<file path="config.mk">
export PLATFORM = sky130hd
export DESIGN_NAME = digit_scan_ctrl_flat
export DESIGN_NICKNAME = d
export VERILOG_FILES = /design/src/rtl/digit_scan_ctrl_if.sv /design/src/rtl/digit_scan_ctrl.sv /design/src/flat_wrapper.sv
export SDC_FILE = /design/constraint.sdc
export NUM_CORES = 1
export LEC_CHECK = 0
export ABC_AREA = 1
export CAP_MARGIN = 10
export CORE_ASPECT_RATIO = 0.8
export CORE_MARGIN = 2
export CORE_UTILIZATION = 62
export CTS_BUF_LIST = sky130_fd_sc_hd__clkbuf_4
export DETAILED_ROUTE_END_ITERATION = 10
export PLACE_DENSITY = 0.88
export SYNTH_ARGS = -nofsm -noshare
export SYNTH_HDL_FRONTEND = slang
export SYNTH_SLANG_ARGS = --single-unit
</file>
<file path="constraint.sdc">
create_clock -name CLK -period 5.5 [get_ports CLK]
set_clock_uncertainty 0.05 [all_clocks]
set_input_delay 0.55 -clock CLK [delete_from_list [all_inputs] [get_ports CLK]]
set_output_delay 0.55 -clock CLK [all_outputs]
set_load 0.02 [all_outputs]
</file>
<file path="src/rtl/digit_scan_ctrl_if.sv">
// Display scan bus: load handshake in, digit select and segments out.
// The driver side is master; the scan controller is slave.
interface digit_scan_ctrl_if;
  logic [15:0] value_in;
  logic        load;
  logic        blank_lz;
  logic [1:0]  sel;
  logic [3:0]  nibble;
  logic [6:0]  seg;
  logic        frame_done;
  logic        load_ack;

  modport master (
    output value_in, load, blank_lz,
    input  sel, nibble, seg, frame_done, load_ack
  );

  modport slave (
    input  value_in, load, blank_lz,
    output sel, nibble, seg, frame_done, load_ack
  );
endinterface

</file>
<file path="src/rtl/digit_scan_ctrl.sv">
// 4-digit hex scan controller: prescaled digit select, tear-free
// value updates at frame boundaries, 7-segment decode with LZ blanking.
module digit_scan_ctrl #(
  parameter int PRESCALE = 16,
  parameter int CNT_W    = 16
) (
  input logic              CLK,
  input logic              Reset_L,
  digit_scan_ctrl_if.slave bus
);

  logic [CNT_W-1:0] r_presc;
  logic [1:0]       r_sel;
  logic [15:0]      r_disp;
  logic [15:0]      r_shadow;
  logic             r_pending;
  logic             r_frame_done;
  logic             r_load_ack;

  logic             w_tick;
  logic             w_bound;
  logic [3:0]       w_nib;
  logic             w_lz;
  logic [6:0]       w_hex;

  assign w_tick  = (r_presc == CNT_W'(PRESCALE - 1));
  assign w_bound = w_tick && (r_sel == 2'd3);

  always_ff @(posedge CLK or negedge Reset_L) begin
    if (!Reset_L) begin
      r_presc      <= '0;
      r_sel        <= 2'd0;
      r_disp       <= 16'h0000;
      r_shadow     <= 16'h0000;
      r_pending    <= 1'b0;
      r_frame_done <= 1'b0;
      r_load_ack   <= 1'b0;
    end else begin
      r_presc      <= w_tick ? '0 : r_presc + CNT_W'(1);
      r_sel        <= r_sel + {1'b0, w_tick};
      r_frame_done <= w_bound;
      r_load_ack   <= w_bound && r_pending;
      // Transfer uses the pre-edge shadow; a same-edge load stays pending.
      if (w_bound && r_pending)
        r_disp <= r_shadow;
      if (bus.load) begin
        r_shadow  <= bus.value_in;
        r_pending <= 1'b1;
      end else if (w_bound) begin
        r_pending <= 1'b0;
      end
    end
  end

  always_comb begin
    w_nib = 4'h0;
    w_lz  = 1'b0;
    unique case (r_sel)
      2'd0: begin
        w_nib = r_disp[3:0];
        w_lz  = 1'b0;
      end
      2'd1: begin
        w_nib = r_disp[7:4];
        w_lz  = (r_disp[15:4] == 12'h000);
      end
      2'd2: begin
        w_nib = r_disp[11:8];
        w_lz  = (r_disp[15:8] == 8'h00);
      end
      2'd3: begin
        w_nib = r_disp[15:12];
        w_lz  = (r_disp[15:12] == 4'h0);
      end
    endcase
  end

  always_comb begin
    w_hex = 7'h00;
    unique case (w_nib)
      4'h0: w_hex = 7'h3F;
      4'h1: w_hex = 7'h06;
      4'h2: w_hex = 7'h5B;
      4'h3: w_hex = 7'h4F;
      4'h4: w_hex = 7'h66;
      4'h5: w_hex = 7'h6D;
      4'h6: w_hex = 7'h7D;
      4'h7: w_hex = 7'h07;
      4'h8: w_hex = 7'h7F;
      4'h9: w_hex = 7'h6F;
      4'hA: w_hex = 7'h77;
      4'hB: w_hex = 7'h7C;
      4'hC: w_hex = 7'h39;
      4'hD: w_hex = 7'h5E;
      4'hE: w_hex = 7'h79;
      4'hF: w_hex = 7'h71;
    endcase
  end

  assign bus.sel        = r_sel;
  assign bus.nibble     = w_nib;
  assign bus.seg        = (bus.blank_lz && w_lz) ? 7'h00 : w_hex;
  assign bus.frame_done = r_frame_done;
  assign bus.load_ack   = r_load_ack;

endmodule

</file>
<file path="src/flat_wrapper.sv">
// flat-port wrapper written by rule: the top's interface ports become plain ports
module digit_scan_ctrl_flat 
#(
  parameter int PRESCALE = 16,
  parameter int CNT_W    = 16
)
  (CLK, Reset_L, bus_value_in, bus_load, bus_blank_lz, bus_sel, bus_nibble, bus_seg, bus_frame_done, bus_load_ack);
  digit_scan_ctrl_if bus_i ();
  input logic CLK;
  input logic Reset_L;
  input wire logic [$bits(bus_i.value_in)-1:0] bus_value_in;
  input wire logic [$bits(bus_i.load)-1:0] bus_load;
  input wire logic [$bits(bus_i.blank_lz)-1:0] bus_blank_lz;
  output wire logic [$bits(bus_i.sel)-1:0] bus_sel;
  output wire logic [$bits(bus_i.nibble)-1:0] bus_nibble;
  output wire logic [$bits(bus_i.seg)-1:0] bus_seg;
  output wire logic [$bits(bus_i.frame_done)-1:0] bus_frame_done;
  output wire logic [$bits(bus_i.load_ack)-1:0] bus_load_ack;
  assign bus_i.value_in = bus_value_in;
  assign bus_i.load = bus_load;
  assign bus_i.blank_lz = bus_blank_lz;
  assign bus_sel = bus_i.sel;
  assign bus_nibble = bus_i.nibble;
  assign bus_seg = bus_i.seg;
  assign bus_frame_done = bus_i.frame_done;
  assign bus_load_ack = bus_i.load_ack;
  digit_scan_ctrl #(.PRESCALE(PRESCALE), .CNT_W(CNT_W)) u_core (.CLK(CLK), .Reset_L(Reset_L), .bus(bus_i));
endmodule
</file>
==> flow_metrics.env <==
export IMPL_status="completed"
export IMPL_cts_setup_buffers=0
export IMPL_gp_congestion=0.932
export IMPL_core_area_um2=4230
export IMPL_fmax_mhz=284
export IMPL_grtUsageMet1=0.356
export IMPL_cts_tree="done"
export IMPL_cts_repair_resized=0
export IMPL_ys_seq_area_frac=0.482
export IMPL_groute_usage_overall=0.254
export IMPL_worstSetupPathType="flop to primary output"
export IMPL_worstPathRequired_ps=4900
export IMPL_synthMostInstantiatedCell="nand2_1"
export IMPL_clockBufferDepth=2
export IMPL_hold_viol=0
export IMPL_wl_per_cell_um=12.1
export IMPL_power_frac_seq=0.599
export IMPL_ios=35
export IMPL_worst_slew_pin_slew_ps=645
export IMPL_grt_pass1_vias=2180
export IMPL_slew_headroom=0.570
export IMPL_tns_ps=0
export IMPL_antenna_found_initial=0
export IMPL_cts_root_buf="clkbuf_4"
export IMPL_cellPowerDensity_nw_per_um2=211
export IMPL_num_nets_final=416
export IMPL_synth_area_leaders="dfrtp_1 (48%), nand2_1 (20%), nand3_1 (4.2%)"
export IMPL_portBuffers=34
export IMPL_worstPathMaxFanout=10
export IMPL_htree_levels=2
export IMPL_min_period_over_period=0.640
export IMPL_grt_max_degree=54
export IMPL_crit_path_end_kind="primary output"
export IMPL_period_needed_ps=3520
export IMPL_min_delay_path_class="primary input to asynchronous set/reset pin"
export IMPL_clock_power_share=0.334
export IMPL_met3_usage=0.0587
export IMPL_ys_flop_type="dfrtp_1"
export IMPL_die_y_um=63.6
export IMPL_power_mw=0.678
export IMPL_wirelength_um=5410
export IMPL_syn_to_final_growth_pct=16.5
export IMPL_ys_types=30
export IMPL_drv_cap=0
export IMPL_fp_dieArea_um2=4990
export IMPL_drtIter0Drc=212
export IMPL_ir_worst_vdd_mv=0.167
export IMPL_synth_top_area_share=0.482
export IMPL_drc=0
export IMPL_vias=2282
export IMPL_postSynthAreaPerCell_um2=7.79
export IMPL_rsz0062_at_grt="false"
export IMPL_drtPass1Iterations=4
export IMPL_synth_area_um2=2750
export IMPL_synth_seq_cells=53
export IMPL_diodes=0
export IMPL_grt_busiest_layer="met2"
export IMPL_path_clk_slew_ps=160
export IMPL_finalSetupViolCount=0
export IMPL_fillCellCount=329
export IMPL_cts_buffers=5
export IMPL_leakage_nw=1.77
export IMPL_finalMaxSlewViolations=0
export IMPL_fp_row_count=21
export IMPL_drive_above_1_share=0.0848
export IMPL_combPwrFrac=0.066
export IMPL_clk_latency_ps=390
export IMPL_finalNonFillerCells=446
export IMPL_synth_cells=353
export IMPL_yosys_warnings=0
export IMPL_die_w_um=78.5
export IMPL_worst_slack_ps=1980
export IMPL_async_flop_share=1.00
export IMPL_dp_slack_ps=2460
export IMPL_synth_top_area_cell="dfrtp_1"
export IMPL_dp_cells=438
export IMPL_p_int_mw=0.520
export IMPL_syn_nets=381
export IMPL_synthTopCellsByCount="nand2_1 (145), dfrtp_1 (53), nor2_1 (28)"
export IMPL_dpl_hpwl_um=4100
export IMPL_cts_hold_buf=0
export IMPL_cts_sinks=53
export IMPL_antenna_left=0
export IMPL_p_switching_mw=0.157
export IMPL_initial_utilization=0.650
export IMPL_critPathArrivalTime_ps=2920
export IMPL_start_kind="flop"
export IMPL_grt_pass1_wl_um=9850
export IMPL_synth_edf_count=0
export IMPL_viasPerCell=5.12
export IMPL_grt_overflow_total=0
export IMPL_switching_share=0.232
export IMPL_gr_usage_met2=0.389
area by class of cell:
type	count	area, um2	area share
well taps	57	71.3	0.0222
flip-flops and latches	53	1330	0.414
clock inverters	3	48.8	0.0152
clock buffers	5	37.5	0.0117
inverters	38	148	0.0461
repair buffers	35	343	0.107
multi-input cells	255	1230	0.384
power groups by stage:
stage | clock, mW | sequential (mW) | combinational, mW
4_1_cts | 0.235 | 0.406 | 0.0458
5_1_grt | 0.248 | 0.407 | 0.0511
6_report | 0.226 | 0.406 | 0.0450
3_5_place_dp | 0 | 0.413 | 0.0458
3_3_place_gp | 0 | 0.412 | 0.0444
2_1_floorplan | 0 | 0.412 | 0.0178
stage by stage:
step / instance area [um2] / hold slack, ps / util
global route: 3210 / 227 / 0.758
finish: 3210 / 203 / 0.758
global placement: 3120 / 403 / 0.737
CTS: 3210 / 193 / 0.758
detailed placement: 3120 / 403 / 0.737
floorplan: 2750 / 204 / -
cell usage in the layout (no fill, tap or decap), drive strengths merged, types with 6 or more instances in the layout:
cell type	count
a21oi	6
clkdlybuf4s50	33
dfrtp	53
ha	8
inv	37
nand2	151
nand3	23
nor2	32
o21ai	9
xor2	7
routing by layer:
metal | wire, um | up-vias
li1 | - | 1162
met4 | 97 | 0
met2 | 2400 | 79
met3 | 354 | 11
met1 | 2560 | 1030
met5 | 0 | -
flip-flops by register name, summed over array words and instances, names as in the netlist:
| name | flops |
|---|---|
| u_core.r_pending | 1 |
| u_core.bus.load_ack | 1 |
| u_core.r_disp | 16 |
| u_core.bus.frame_done | 1 |
| u_core.r_presc | 16 |
| u_core.r_shadow | 16 |
| u_core.bus.sel | 2 |
cells by family (layout without fill, tap and decap cells):
| family | count (synthesis) | count (layout) | share of synthesized area |
|---|---|---|---|
| AND/OR/NAND/NOR | 221 | 221 | 0.351 |
| flip-flops | 53 | 53 | 0.482 |
| buffers and inverters | 45 | 81 | 0.0705 |
| AO/OA/AOI/OAI | 19 | 19 | 0.0382 |
| adder cells (fa/ha/maj) | 8 | 8 | 0.0364 |
| XOR/XNOR | 7 | 7 | 0.0223 |
worst paths after layout:
kind	slack, ps	endpoint	cells after the start	from
hold / removal	200	u_core.r_shadow[13]$_DFFE_PN0P_	2	Reset_L
setup / recovery	1980	bus_seg[5]	11	u_core.bus.sel[0]$_DFF_PN0_
max in group asynchronous	4770	u_core.r_disp[9]$_DFFE_PN0P_	2	Reset_L
min in group CLK	430	u_core.r_disp[12]$_DFFE_PN0P_	2	u_core.r_shadow[12]$_DFFE_PN0P_
hold reg to reg	430	u_core.r_disp[12]$_DFFE_PN0P_	2	u_core.r_shadow[12]$_DFFE_PN0P_
setup reg to reg	3820	u_core.r_disp[0]$_DFFE_PN0P_	11	u_core.r_presc[0]$_DFF_PN0_
worst max-delay path, stage by stage (launching register included):
cell	delay, ps
dfrtp_1	550
nand2_2	230
inv_2	70
nand2_1	70
nand3_1	60
nand2_1	170
inv_1	120
ha_1	260
nand3_1	110
nand2_1	70
a21oi_1	190
clkdlybuf4s50_1	630
(Power assumes the default switching activity.)
